$ cat src/rtl/axi_apb_pkg.sv
// Shared definitions for the AXI-to-APB bridge front end: FSM state
// encodings, AXI response codes and the per-beat address step.
package axi_apb_pkg;

    // Burst-handling states of the front end FSM.
    localparam logic [2:0] ST_IDLE   = 3'd0;
    localparam logic [2:0] ST_W_DATA = 3'd1;
    localparam logic [2:0] ST_W_REQ  = 3'd2;
    localparam logic [2:0] ST_W_WAIT = 3'd3;
    localparam logic [2:0] ST_W_RESP = 3'd4;
    localparam logic [2:0] ST_R_REQ  = 3'd5;
    localparam logic [2:0] ST_R_WAIT = 3'd6;
    localparam logic [2:0] ST_R_DATA = 3'd7;

    // AXI response codes used on bresp/rresp.
    localparam logic [1:0] RESP_OKAY   = 2'b00;
    localparam logic [1:0] RESP_SLVERR = 2'b10;

    // Byte address advance between consecutive full-word beats.
    function automatic int beat_bytes(input int data_width);
        return data_width / 8;
    endfunction

    localparam int BYTES_PER_BEAT = beat_bytes(32);

endpackage

$ cat src/rtl/axi_slave_frontend_if.sv
// Bus bundle of the AXI slave front end: the AXI write/read channels on one
// side and the single-beat request/response link to the APB master stage.
interface axi_slave_frontend_if #(
    parameter int ADDR_WIDTH = 32,
    parameter int DATA_WIDTH = 32
);
    // AXI write address / data / response channels
    logic [ADDR_WIDTH-1:0] awaddr;
    logic [7:0]            awlen;
    logic                  awvalid;
    logic                  awready;
    logic [DATA_WIDTH-1:0] wdata;
    logic                  wlast;
    logic                  wvalid;
    logic                  wready;
    logic [1:0]            bresp;
    logic                  bvalid;
    logic                  bready;

    // AXI read address / data channels
    logic [ADDR_WIDTH-1:0] araddr;
    logic [7:0]            arlen;
    logic                  arvalid;
    logic                  arready;
    logic [DATA_WIDTH-1:0] rdata;
    logic [1:0]            rresp;
    logic                  rlast;
    logic                  rvalid;
    logic                  rready;

    // Single-beat link to the APB master stage
    logic                  req_valid;
    logic                  req_ready;
    logic                  req_write;
    logic [ADDR_WIDTH-1:0] req_addr;
    logic [DATA_WIDTH-1:0] req_wdata;
    logic                  rsp_valid;
    logic [DATA_WIDTH-1:0] rsp_rdata;
    logic                  rsp_err;

    // Front end view
    modport slave (
        input  awaddr, awlen, awvalid, output awready,
        input  wdata, wlast, wvalid,   output wready,
        output bresp, bvalid,          input  bready,
        input  araddr, arlen, arvalid, output arready,
        output rdata, rresp, rlast, rvalid, input rready,
        output req_valid, input req_ready, output req_write, req_addr, req_wdata,
        input  rsp_valid, rsp_rdata, rsp_err
    );

    // AXI master plus APB stage view
    modport master (
        output awaddr, awlen, awvalid, input  awready,
        output wdata, wlast, wvalid,   input  wready,
        input  bresp, bvalid,          output bready,
        output araddr, arlen, arvalid, input  arready,
        input  rdata, rresp, rlast, rvalid, output rready,
        input  req_valid, output req_ready, input req_write, req_addr, req_wdata,
        output rsp_valid, rsp_rdata, rsp_err
    );

endinterface

$ cat src/rtl/axi_slave_frontend.sv
// AXI slave front end: accepts one AXI burst at a time and splits it into
// single-beat requests for the APB master stage, collecting per-beat
// completions into the AXI write response or read data channel.
module axi_slave_frontend
    import axi_apb_pkg::*;
#(
    parameter int ADDR_WIDTH = 32,
    parameter int DATA_WIDTH = 32
) (
    input  logic                 clk,
    input  logic                 rst_n,
    axi_slave_frontend_if.slave  bus
);

    localparam logic [ADDR_WIDTH-1:0] ADDR_STEP = ADDR_WIDTH'(beat_bytes(DATA_WIDTH));

    logic [2:0]            state;
    logic [ADDR_WIDTH-1:0] addr_q;       // address of the current beat
    logic [7:0]            beats_left;   // beats remaining after the current one
    logic [DATA_WIDTH-1:0] wdata_q;
    logic                  wlast_q;      // master flagged the current beat as last
    logic                  err_q;        // sticky write burst error
    logic                  last_write_q; // most recent grant went to the write channel
    logic [DATA_WIDTH-1:0] rdata_q;
    logic [1:0]            rresp_q;
    logic                  rlast_q;
    logic                  grant_write;
    logic                  grant_read;
    logic                  final_beat;

    assign final_beat = (beats_left == 8'd0);

    // Arbitrate AW against AR while idle; simultaneous requests alternate.
    always_comb begin
        // NOTE: every signal assigned here gets a default first so that no
        // path leaves it unassigned, which would otherwise infer a latch.
        grant_write = 1'b0;
        grant_read  = 1'b0;
        if (state == ST_IDLE) begin
            if (bus.awvalid && bus.arvalid) begin
                grant_write = !last_write_q;
                grant_read  = last_write_q;
            end else begin
                grant_write = bus.awvalid;
                grant_read  = bus.arvalid;
            end
        end
    end

    // Burst FSM together with its address, counter and response registers.
    always_ff @(posedge clk) begin
        // NOTE: state registers use non-blocking assignments so every
        // register samples the pre-edge values, independent of statement order.
        if (!rst_n) begin
            state        <= ST_IDLE;
            addr_q       <= '0;
            beats_left   <= '0;
            wdata_q      <= '0;
            wlast_q      <= 1'b0;
            err_q        <= 1'b0;
            last_write_q <= 1'b0;
            rdata_q      <= '0;
            rresp_q      <= RESP_OKAY;
            rlast_q      <= 1'b0;
        end else begin
            case (state)
                ST_IDLE: begin
                    if (grant_write) begin
                        addr_q       <= bus.awaddr;
                        beats_left   <= bus.awlen;
                        err_q        <= 1'b0;
                        last_write_q <= 1'b1;
                        state        <= ST_W_DATA;
                    end else if (grant_read) begin
                        addr_q       <= bus.araddr;
                        beats_left   <= bus.arlen;
                        last_write_q <= 1'b0;
                        state        <= ST_R_REQ;
                    end
                end
                ST_W_DATA: begin
                    if (bus.wvalid) begin
                        wdata_q <= bus.wdata;
                        wlast_q <= bus.wlast;
                        // wlast must coincide exactly with the final counted beat
                        if (bus.wlast != final_beat) begin
                            err_q <= 1'b1;
                        end
                        state <= ST_W_REQ;
                    end
                end
                ST_W_REQ: begin
                    if (bus.req_ready) begin
                        state <= ST_W_WAIT;
                    end
                end
                ST_W_WAIT: begin
                    if (bus.rsp_valid) begin
                        if (bus.rsp_err) begin
                            err_q <= 1'b1;
                        end
                        // An early wlast ends the burst after its beat is issued
                        if (final_beat || wlast_q) begin
                            state <= ST_W_RESP;
                        end else begin
                            beats_left <= beats_left - 8'd1;
                            addr_q     <= addr_q + ADDR_STEP;
                            state      <= ST_W_DATA;
                        end
                    end
                end
                ST_W_RESP: begin
                    if (bus.bready) begin
                        state <= ST_IDLE;
                    end
                end
                ST_R_REQ: begin
                    if (bus.req_ready) begin
                        state <= ST_R_WAIT;
                    end
                end
                ST_R_WAIT: begin
                    if (bus.rsp_valid) begin
                        rdata_q <= bus.rsp_rdata;
                        rresp_q <= bus.rsp_err ? RESP_SLVERR : RESP_OKAY;
                        rlast_q <= final_beat;
                        state   <= ST_R_DATA;
                    end
                end
                ST_R_DATA: begin
                    if (bus.rready) begin
                        if (rlast_q) begin
                            state <= ST_IDLE;
                        end else begin
                            beats_left <= beats_left - 8'd1;
                            addr_q     <= addr_q + ADDR_STEP;
                            state      <= ST_R_REQ;
                        end
                    end
                end
                default: state <= ST_IDLE;
            endcase
        end
    end

    assign bus.awready   = grant_write;
    assign bus.arready   = grant_read;
    assign bus.wready    = (state == ST_W_DATA);
    assign bus.bvalid    = (state == ST_W_RESP);
    assign bus.bresp     = err_q ? RESP_SLVERR : RESP_OKAY;
    assign bus.rvalid    = (state == ST_R_DATA);
    assign bus.rdata     = rdata_q;
    assign bus.rresp     = rresp_q;
    assign bus.rlast     = rlast_q;
    assign bus.req_valid = (state == ST_W_REQ) || (state == ST_R_REQ);
    assign bus.req_write = (state == ST_W_REQ);
    assign bus.req_addr  = addr_q;
    assign bus.req_wdata = wdata_q;

endmodule
$ cat src/flat_wrapper.sv
// flat-port wrapper written by rule: the top's interface ports become plain ports
module axi_slave_frontend_flat import axi_apb_pkg::*;
#(
    parameter int ADDR_WIDTH = 32,
    parameter int DATA_WIDTH = 32
)
  (clk, rst_n, bus_awaddr, bus_awlen, bus_awvalid, bus_awready, bus_wdata, bus_wlast, bus_wvalid, bus_wready, bus_bresp, bus_bvalid, bus_bready, bus_araddr, bus_arlen, bus_arvalid, bus_arready, bus_rdata, bus_rresp, bus_rlast, bus_rvalid, bus_rready, bus_req_valid, bus_req_ready, bus_req_write, bus_req_addr, bus_req_wdata, bus_rsp_valid, bus_rsp_rdata, bus_rsp_err);
  axi_slave_frontend_if #(.ADDR_WIDTH(ADDR_WIDTH), .DATA_WIDTH(DATA_WIDTH)) bus_i ();
  input  logic clk;
  input  logic rst_n;
  input wire logic [$bits(bus_i.awaddr)-1:0] bus_awaddr;
  input wire logic [$bits(bus_i.awlen)-1:0] bus_awlen;
  input wire logic [$bits(bus_i.awvalid)-1:0] bus_awvalid;
  output wire logic [$bits(bus_i.awready)-1:0] bus_awready;
  input wire logic [$bits(bus_i.wdata)-1:0] bus_wdata;
  input wire logic [$bits(bus_i.wlast)-1:0] bus_wlast;
  input wire logic [$bits(bus_i.wvalid)-1:0] bus_wvalid;
  output wire logic [$bits(bus_i.wready)-1:0] bus_wready;
  output wire logic [$bits(bus_i.bresp)-1:0] bus_bresp;
  output wire logic [$bits(bus_i.bvalid)-1:0] bus_bvalid;
  input wire logic [$bits(bus_i.bready)-1:0] bus_bready;
  input wire logic [$bits(bus_i.araddr)-1:0] bus_araddr;
  input wire logic [$bits(bus_i.arlen)-1:0] bus_arlen;
  input wire logic [$bits(bus_i.arvalid)-1:0] bus_arvalid;
  output wire logic [$bits(bus_i.arready)-1:0] bus_arready;
  output wire logic [$bits(bus_i.rdata)-1:0] bus_rdata;
  output wire logic [$bits(bus_i.rresp)-1:0] bus_rresp;
  output wire logic [$bits(bus_i.rlast)-1:0] bus_rlast;
  output wire logic [$bits(bus_i.rvalid)-1:0] bus_rvalid;
  input wire logic [$bits(bus_i.rready)-1:0] bus_rready;
  output wire logic [$bits(bus_i.req_valid)-1:0] bus_req_valid;
  input wire logic [$bits(bus_i.req_ready)-1:0] bus_req_ready;
  output wire logic [$bits(bus_i.req_write)-1:0] bus_req_write;
  output wire logic [$bits(bus_i.req_addr)-1:0] bus_req_addr;
  output wire logic [$bits(bus_i.req_wdata)-1:0] bus_req_wdata;
  input wire logic [$bits(bus_i.rsp_valid)-1:0] bus_rsp_valid;
  input wire logic [$bits(bus_i.rsp_rdata)-1:0] bus_rsp_rdata;
  input wire logic [$bits(bus_i.rsp_err)-1:0] bus_rsp_err;
  assign bus_i.awaddr = bus_awaddr;
  assign bus_i.awlen = bus_awlen;
  assign bus_i.awvalid = bus_awvalid;
  assign bus_awready = bus_i.awready;
  assign bus_i.wdata = bus_wdata;
  assign bus_i.wlast = bus_wlast;
  assign bus_i.wvalid = bus_wvalid;
  assign bus_wready = bus_i.wready;
  assign bus_bresp = bus_i.bresp;
  assign bus_bvalid = bus_i.bvalid;
  assign bus_i.bready = bus_bready;
  assign bus_i.araddr = bus_araddr;
  assign bus_i.arlen = bus_arlen;
  assign bus_i.arvalid = bus_arvalid;
  assign bus_arready = bus_i.arready;
  assign bus_rdata = bus_i.rdata;
  assign bus_rresp = bus_i.rresp;
  assign bus_rlast = bus_i.rlast;
  assign bus_rvalid = bus_i.rvalid;
  assign bus_i.rready = bus_rready;
  assign bus_req_valid = bus_i.req_valid;
  assign bus_i.req_ready = bus_req_ready;
  assign bus_req_write = bus_i.req_write;
  assign bus_req_addr = bus_i.req_addr;
  assign bus_req_wdata = bus_i.req_wdata;
  assign bus_i.rsp_valid = bus_rsp_valid;
  assign bus_i.rsp_rdata = bus_rsp_rdata;
  assign bus_i.rsp_err = bus_rsp_err;
  axi_slave_frontend #(.ADDR_WIDTH(ADDR_WIDTH), .DATA_WIDTH(DATA_WIDTH)) u_core (.clk(clk), .rst_n(rst_n), .bus(bus_i));
endmodule
$ cat config.mk
export PLATFORM = sky130hd
export DESIGN_NAME = axi_slave_frontend_flat
export DESIGN_NICKNAME = d
export VERILOG_FILES = /design/src/rtl/axi_apb_pkg.sv /design/src/rtl/axi_slave_frontend_if.sv /design/src/rtl/axi_slave_frontend.sv /design/src/flat_wrapper.sv
export SDC_FILE = /design/constraint.sdc
export NUM_CORES = 1
export LEC_CHECK = 0
export ABC_AREA = 1
export BUFFER_PORTS_ARGS = -buffer_cell sky130_fd_sc_hd__buf_2
export CELL_PAD_IN_SITES_DETAIL_PLACEMENT = 0
export CELL_PAD_IN_SITES_GLOBAL_PLACEMENT = 1
export CORE_MARGIN = 2
export CORE_UTILIZATION = 33
export CTS_BUF_LIST = sky130_fd_sc_hd__clkbuf_8
export DETAILED_ROUTE_END_ITERATION = 8
export PLACE_DENSITY_LB_ADDON = 0.1
export RECOVER_POWER = 50
export SLEW_MARGIN = 20
export SYNTH_ARGS = -nofsm -noshare
export SYNTH_HDL_FRONTEND = slang
export SYNTH_SLANG_ARGS = --single-unit
$ cat constraint.sdc
create_clock -name clk -period 2.1 [get_ports clk]
set_input_delay 0.315 -clock clk [delete_from_list [all_inputs] [get_ports clk]]
set_output_delay 0.315 -clock clk [all_outputs]
set_load 0.05 [all_outputs]
## Word level (Yosys, flattened, before mapping)

Index checks and enable logic that the tools add are counted.

| storage, ports and cells | value |
|---|---|
| flip-flop bits (word level) | 113 |
| input bits | 155 |
| output and inout bits | 108 |
| word-level logic and storage cells | 88 |

| operators by class | value |
|---|---|
| add/sub/neg operators | 2 |
| equal/unequal tests | 21 |
| muxes and demuxes | 40 |
| reduce and logical (&&, ||, !) cells | 15 |

Operator list:

| kind | count |
|---|---|
| $mux W32 | 6 |
| $pmux W32 S3 | 1 |
| $mux W8 | 6 |
| $mux W3 | 11 |
| $add A32 B3 Y32 const B | 1 |
| $pmux W3 S8 | 1 |
| $pmux W8 S3 | 1 |
| $ne A2 B2 Y1 const B | 9 |
| $eq A3 B3 Y1 const B | 4 |
| $reduce_and A6 Y1 | 2 |
| $mux W1 | 11 |
| $logic_not A8 Y1 | 1 |
| $reduce_and A8 Y1 | 1 |
| $sub A8 B1 Y8 const B | 1 |
| $eq A3 B2 Y1 const B | 2 |
| $ne A2 B1 Y1 const B | 3 |
| $reduce_and A2 Y1 | 3 |
| $reduce_bool A3 Y1 | 2 |
| $mux W2 | 2 |
| $eq A3 B1 Y1 const B | 1 |
| $logic_not A3 Y1 | 1 |
| $ne A3 B3 Y1 const B | 1 |
| $pmux W1 S3 | 1 |
| $logic_or A1 B1 Y1 | 2 |
| other kinds (4) | 4 |

## Longest topological paths before layout

| depth | value |
|---|---|
| depth after elaboration | 6 |
| gate-level depth with buffers | 12 |
| gate-level depth less buffers | 11 |

## Least setup slack after synthesis

OpenSTA, ideal clock, no wires.

| timing path | value |
|---|---|
| path kind | reg2reg |
| start | register u_core.addr_q[3] (netlist: u_core.bus.req_addr[3]) |
| end | register u_core.addr_q[26] (netlist: u_core.bus.req_addr[26]) |
| library setup time | 0.112 ns |
| arrival time | 1.845 ns |
| data required time | 1.988 ns |
| setup slack | 0.144 ns |
| cell stages (with the launch flop) | 11 |
| path buffers | 0 |
| period minus slack after synthesis | 1.956 ns |
| path through | dfxtp_1 -> ha_1 -> nand2_1 -> nor2_1 -> nand2_1 -> nor2_1 -> nand3_1 -> nand2_1 -> nor2_1 -> nor2_1 -> nor2_1 |

| between the ends | value |
|---|---|
| word-level cells in the longest chain between the ends | 4 |
| elaborated cells between the ends (all ways) | 6 |
| classes of those cells | add/sub: 1; mux: 5 |

RTL lines:

| element | line | RTL |
|---|---|---|
| start, declared | axi_slave_frontend.sv:18 | `logic [ADDR_WIDTH-1:0] addr_q;` |
| start signal, assigned | axi_slave_frontend.sv:69 | `addr_q <= bus.awaddr;` |
| start signal, assigned | axi_slave_frontend.sv:75 | `addr_q <= bus.araddr;` |
| start signal, assigned | axi_slave_frontend.sv:107 | `addr_q <= addr_q + ADDR_STEP;` |
| $add A32 B3 Y32 (*) | axi_slave_frontend.sv:107, axi_slave_frontend.sv:136 |  |
| $mux W32 (on tied branches) | axi_slave_frontend.sv:132, axi_slave_frontend.sv:103 |  |
| $mux W32 (on tied branches) | axi_slave_frontend.sv:131, axi_slave_frontend.sv:98 |  |
| $pmux W32 S3 (*) | axi_slave_frontend.sv:66 | `case (state)` |

Mark *: on every way between the ends. The rest lies on a longest branch, timed or not. The select of a mux whose other input is x is not followed.
A chain may end at the register's enable or synchronous reset.

## Final worst setup path

| timing path | value |
|---|---|
| start | register u_core.state[2] |
| end | output bus_awready |

| between the ends | value |
|---|---|
| word-level cells in the longest chain between the ends | 2 |

RTL lines:

| element | line | RTL |
|---|---|---|
| start, declared | axi_slave_frontend.sv:17 | `logic [2:0] state;` |
| start signal, assigned | axi_slave_frontend.sv:55 | `state <= ST_IDLE;` |
| start signal, assigned | axi_slave_frontend.sv:73 | `state <= ST_W_DATA;` |
| start signal, assigned | axi_slave_frontend.sv:78 | `state <= ST_R_REQ;` |
| $logic_not A3 Y1 | axi_slave_frontend.sv:39 | `if (state == ST_IDLE) begin` |
| $mux W1 | axi_slave_frontend.sv:39 |  |
| end, declared | flat_wrapper.sv:14 | `output wire logic [$bits(bus_i.awready)-1:0] bus_awready;` |

No other way between the ends.

==> flow_metrics.env <==
export IMPL_nets=1437
export IMPL_netlist_top_cells_area="dfxtp_1, nand2_1, nor2_1"
export IMPL_drtAntennaViolNets=0
export IMPL_final_layout_size_suffix_gt1_frac=0.164
export IMPL_n_fill_cell=2199
export IMPL_grt_pass1_wl_um=33200
export IMPL_drt_iter0_drc=309
export IMPL_vias=6974
export IMPL_arrival_ns=1.64
export IMPL_tightest_slew_ns=0.706
export IMPL_cts_root_buf="clkbuf_8"
export IMPL_netlist_instances=1044
export IMPL_postLayoutCellArea_um2=7880
export IMPL_critPathTopFamily="buffers and inverters"
export IMPL_drc=0
export IMPL_place_area_um2=7800
export IMPL_synth_top_area_frac=0.359
export IMPL_finalSetupTns_ns=0
export IMPL_first_pass_iters=4
export IMPL_start_util=0.335
export IMPL_leakage_nw=3.69
export IMPL_synth_area_um2=6250
export IMPL_critical_path_class="reg2out"
export IMPL_holdCritPathClass="in2reg"
export IMPL_rsz0062_at_grt="false"
export IMPL_finClkSkew_ns=0.0208
export IMPL_drt_vias_per_instance=4.59
export IMPL_timing_fmax_mhz=511
export IMPL_period_needed_ns=1.96
export IMPL_hold_violations=0
export IMPL_final_period_utilization=0.932
export IMPL_cts_buffers_inserted=9
export IMPL_num_io_pins=263
export IMPL_antenna_found_initial=1
export IMPL_max_stage_delay_ns=0.42
export IMPL_endpoint_kind="output port"
export IMPL_holdBufCountCts=0
export IMPL_crit_chain="inv_4, nand2_4, nor2_4, buf_12, buf_4"
export IMPL_grt_pass1_vias=6715
export IMPL_grt_ovfl_total=0
export IMPL_place_congestion=0.792
export IMPL_yosys_warnings=0
export IMPL_cp_buffers_inverters=3
export IMPL_cts_tree="yes"
export IMPL_ys_types=31
export IMPL_drv_cap=0
export IMPL_crit_fanout=26
export IMPL_wl_per_cell_um=13.8
export IMPL_dp_cells=1501
export IMPL_critPathSlowestCell="dfxtp_1"
export IMPL_path_clk_slew_ns=0.13
export IMPL_slew_headroom=0.531
export IMPL_routed_wl_um=21000
export IMPL_yosysTopAreaCell="dfxtp_1"
export IMPL_final_cells=1518
export IMPL_port_buffers=260
export IMPL_die_width_um=142
export IMPL_cp_start_kind="register"
export IMPL_dpl_hpwl_um=15100
export IMPL_area_delta_synth_final_pct=26.2
export IMPL_synth_ff_type="dfxtp_1"
export IMPL_antenna_cells=0
export IMPL_insertion_delay_ns=0.39
export IMPL_die_y_um=142
export IMPL_avgSynthCellArea_um2=5.98
export IMPL_cts_num_sinks=112
export IMPL_h_tree_depth=3
export IMPL_rows=50
export IMPL_grtUsageTotal=0.205
export IMPL_slew_violations=0
export IMPL_required_ns=1.78
export IMPL_seq_area_frac_synth=0.359
export IMPL_grt_max_degree=61
export IMPL_status="finished, final reports clean"
export IMPL_cts_setup_buffers=0
export IMPL_ys_ff_latch=112
export IMPL_die_area_um2=20000
export IMPL_synthArstFlopShare=0
export IMPL_synth_edf_count=0
export IMPL_cts_buffer_depth=2
export IMPL_setup_viol=0
export IMPL_coreArea_um2=18600
export IMPL_ir_worst_vdd_v=0.000613
export IMPL_power_density_nw_per_um2=1270
## power breakdown
group          total [mW]  switching [mW]  internal, mW
clock network        1.35           0.881         0.470
registers            3.12           0.505          2.61
logic                5.53            3.99          1.54
## tightest hold or removal path, delay by kind of cell
family,cells,cell delay [ns]
and+or+nand+nor,2,0.11
buffers and inverters,1,0.07
## through the flow
step	total power, mW	worst slack (ns)	hold WS [ns]	utilization
finish	9.99	0.142	0.137	0.423
CTS	10.2	0.00548	0.111	0.429
global placement	8.76	0.200	0.450	0.418
global route	10.9	0.0137	0.111	0.423
floorplan	7.29	0.144	0.438	-
detailed placement	8.77	0.202	0.453	0.418
## metal layers
layer	wire length, um	global-route usage	up-vias
met3	1130	0.0513	12
met1	9440	0.252	3056
met4	174	0.0437	2
li1	-	-	3741
met5	13	0	-
met2	10300	0.361	163
## Yosys cell counts, types with 2 or more instances
| cell | instances |
|---|---|
| xor2_1 | 3 |
| nand3_1 | 57 |
| o21ai_1 | 9 |
| inv_1 | 98 |
| nor3_2 | 2 |
| dfxtp_1 | 112 |
| nor3_1 | 3 |
| inv_2 | 2 |
| o21ai_0 | 75 |
| a21oi_1 | 57 |
| nand3b_1 | 2 |
| nor2_2 | 2 |
| buf_2 | 17 |
| nand4_1 | 17 |
| clkbuf_1 | 26 |
| ha_1 | 3 |
| nand2_1 | 305 |
| nor2_4 | 3 |
| nor2_1 | 225 |
| o22ai_1 | 4 |
| o211ai_1 | 3 |
| buf_4 | 10 |
## layout by cell type (no fill, tap or decap), types with 3 or more instances in the layout
master    Yosys  layout
buf_12        0       7
buf_4        10       9
clkbuf_1     26      99
nor3_1        3       3
xor2_1        3       3
dfxtp_1     112     110
nand2_1     305     304
o21ai_0      75      75
buf_2        17     160
a21oi_1      57      57
ha_1          3       3
o22ai_1       4       4
inv_1        98      99
o21ai_1       9       9
nand3_1      57      57
o211ai_1      3       3
nor2_1      225     223
clkbuf_8      0       9
nor2_2        2       4
nor2_4        3       3
nand4_1      17      17
## layout make-up
type | count | area (um2) | area share
clock buffers | 9 | 124 | 0.0157
clock inverters | 7 | 70.1 | 0.00889
inverters | 100 | 378 | 0.0479
multi-input cells | 779 | 3380 | 0.429
flip-flops and latches | 112 | 2240 | 0.285
well taps | 234 | 293 | 0.0371
repair buffers | 277 | 1390 | 0.176
## final timing paths
kind	from	end	slack, ns	cells past startpoint
setup / recovery	u_core.state[2]$_SDFFE_PN0P_	bus_awready	0.14	5
setup reg to reg	u_core.state[2]$_SDFFE_PN0P_	u_core.beats_left[5]$_SDFFE_PN0P_	0.21	8
hold reg to reg	u_core.bus.rdata[7]$_SDFFE_PN0P_	u_core.bus.rdata[7]$_SDFFE_PN0P_	0.47	2
hold / removal	bus_wdata[19]	u_core.bus.req_wdata[19]$_SDFFE_PN0P_	0.14	3
## flip-flops by register name (all words and copies together), names as in the netlist
register,count
u_core.err_q,1
u_core.beats_left,8
u_core.wlast_q,1
u_core.bus.rresp,1
u_core.bus.req_addr,32
u_core.bus.rlast,1
u_core.state,3
u_core.bus.rdata,32
u_core.bus.req_wdata,32
u_core.last_write_q,1
## timing repair
item	in CTS	in global routing
gates cloned	0	1
resized for setup	1	6
endpoints found under the hold margin	0	0
pin swaps	0	0
endpoints found under the setup margin	1	10
## kinds of logic (layout without fill, tap and decap cells)
family,Yosys count,in the layout,synth area share
simple gates,621,621,0.405
buf+inv,154,393,0.102
compound gates,149,149,0.122
flops,112,112,0.359
xor+xnor,4,4,0.00561
fa+ha+maj,3,3,0.00601
other cells,1,2,0.000600
Power figures use the tool's default switching activity.
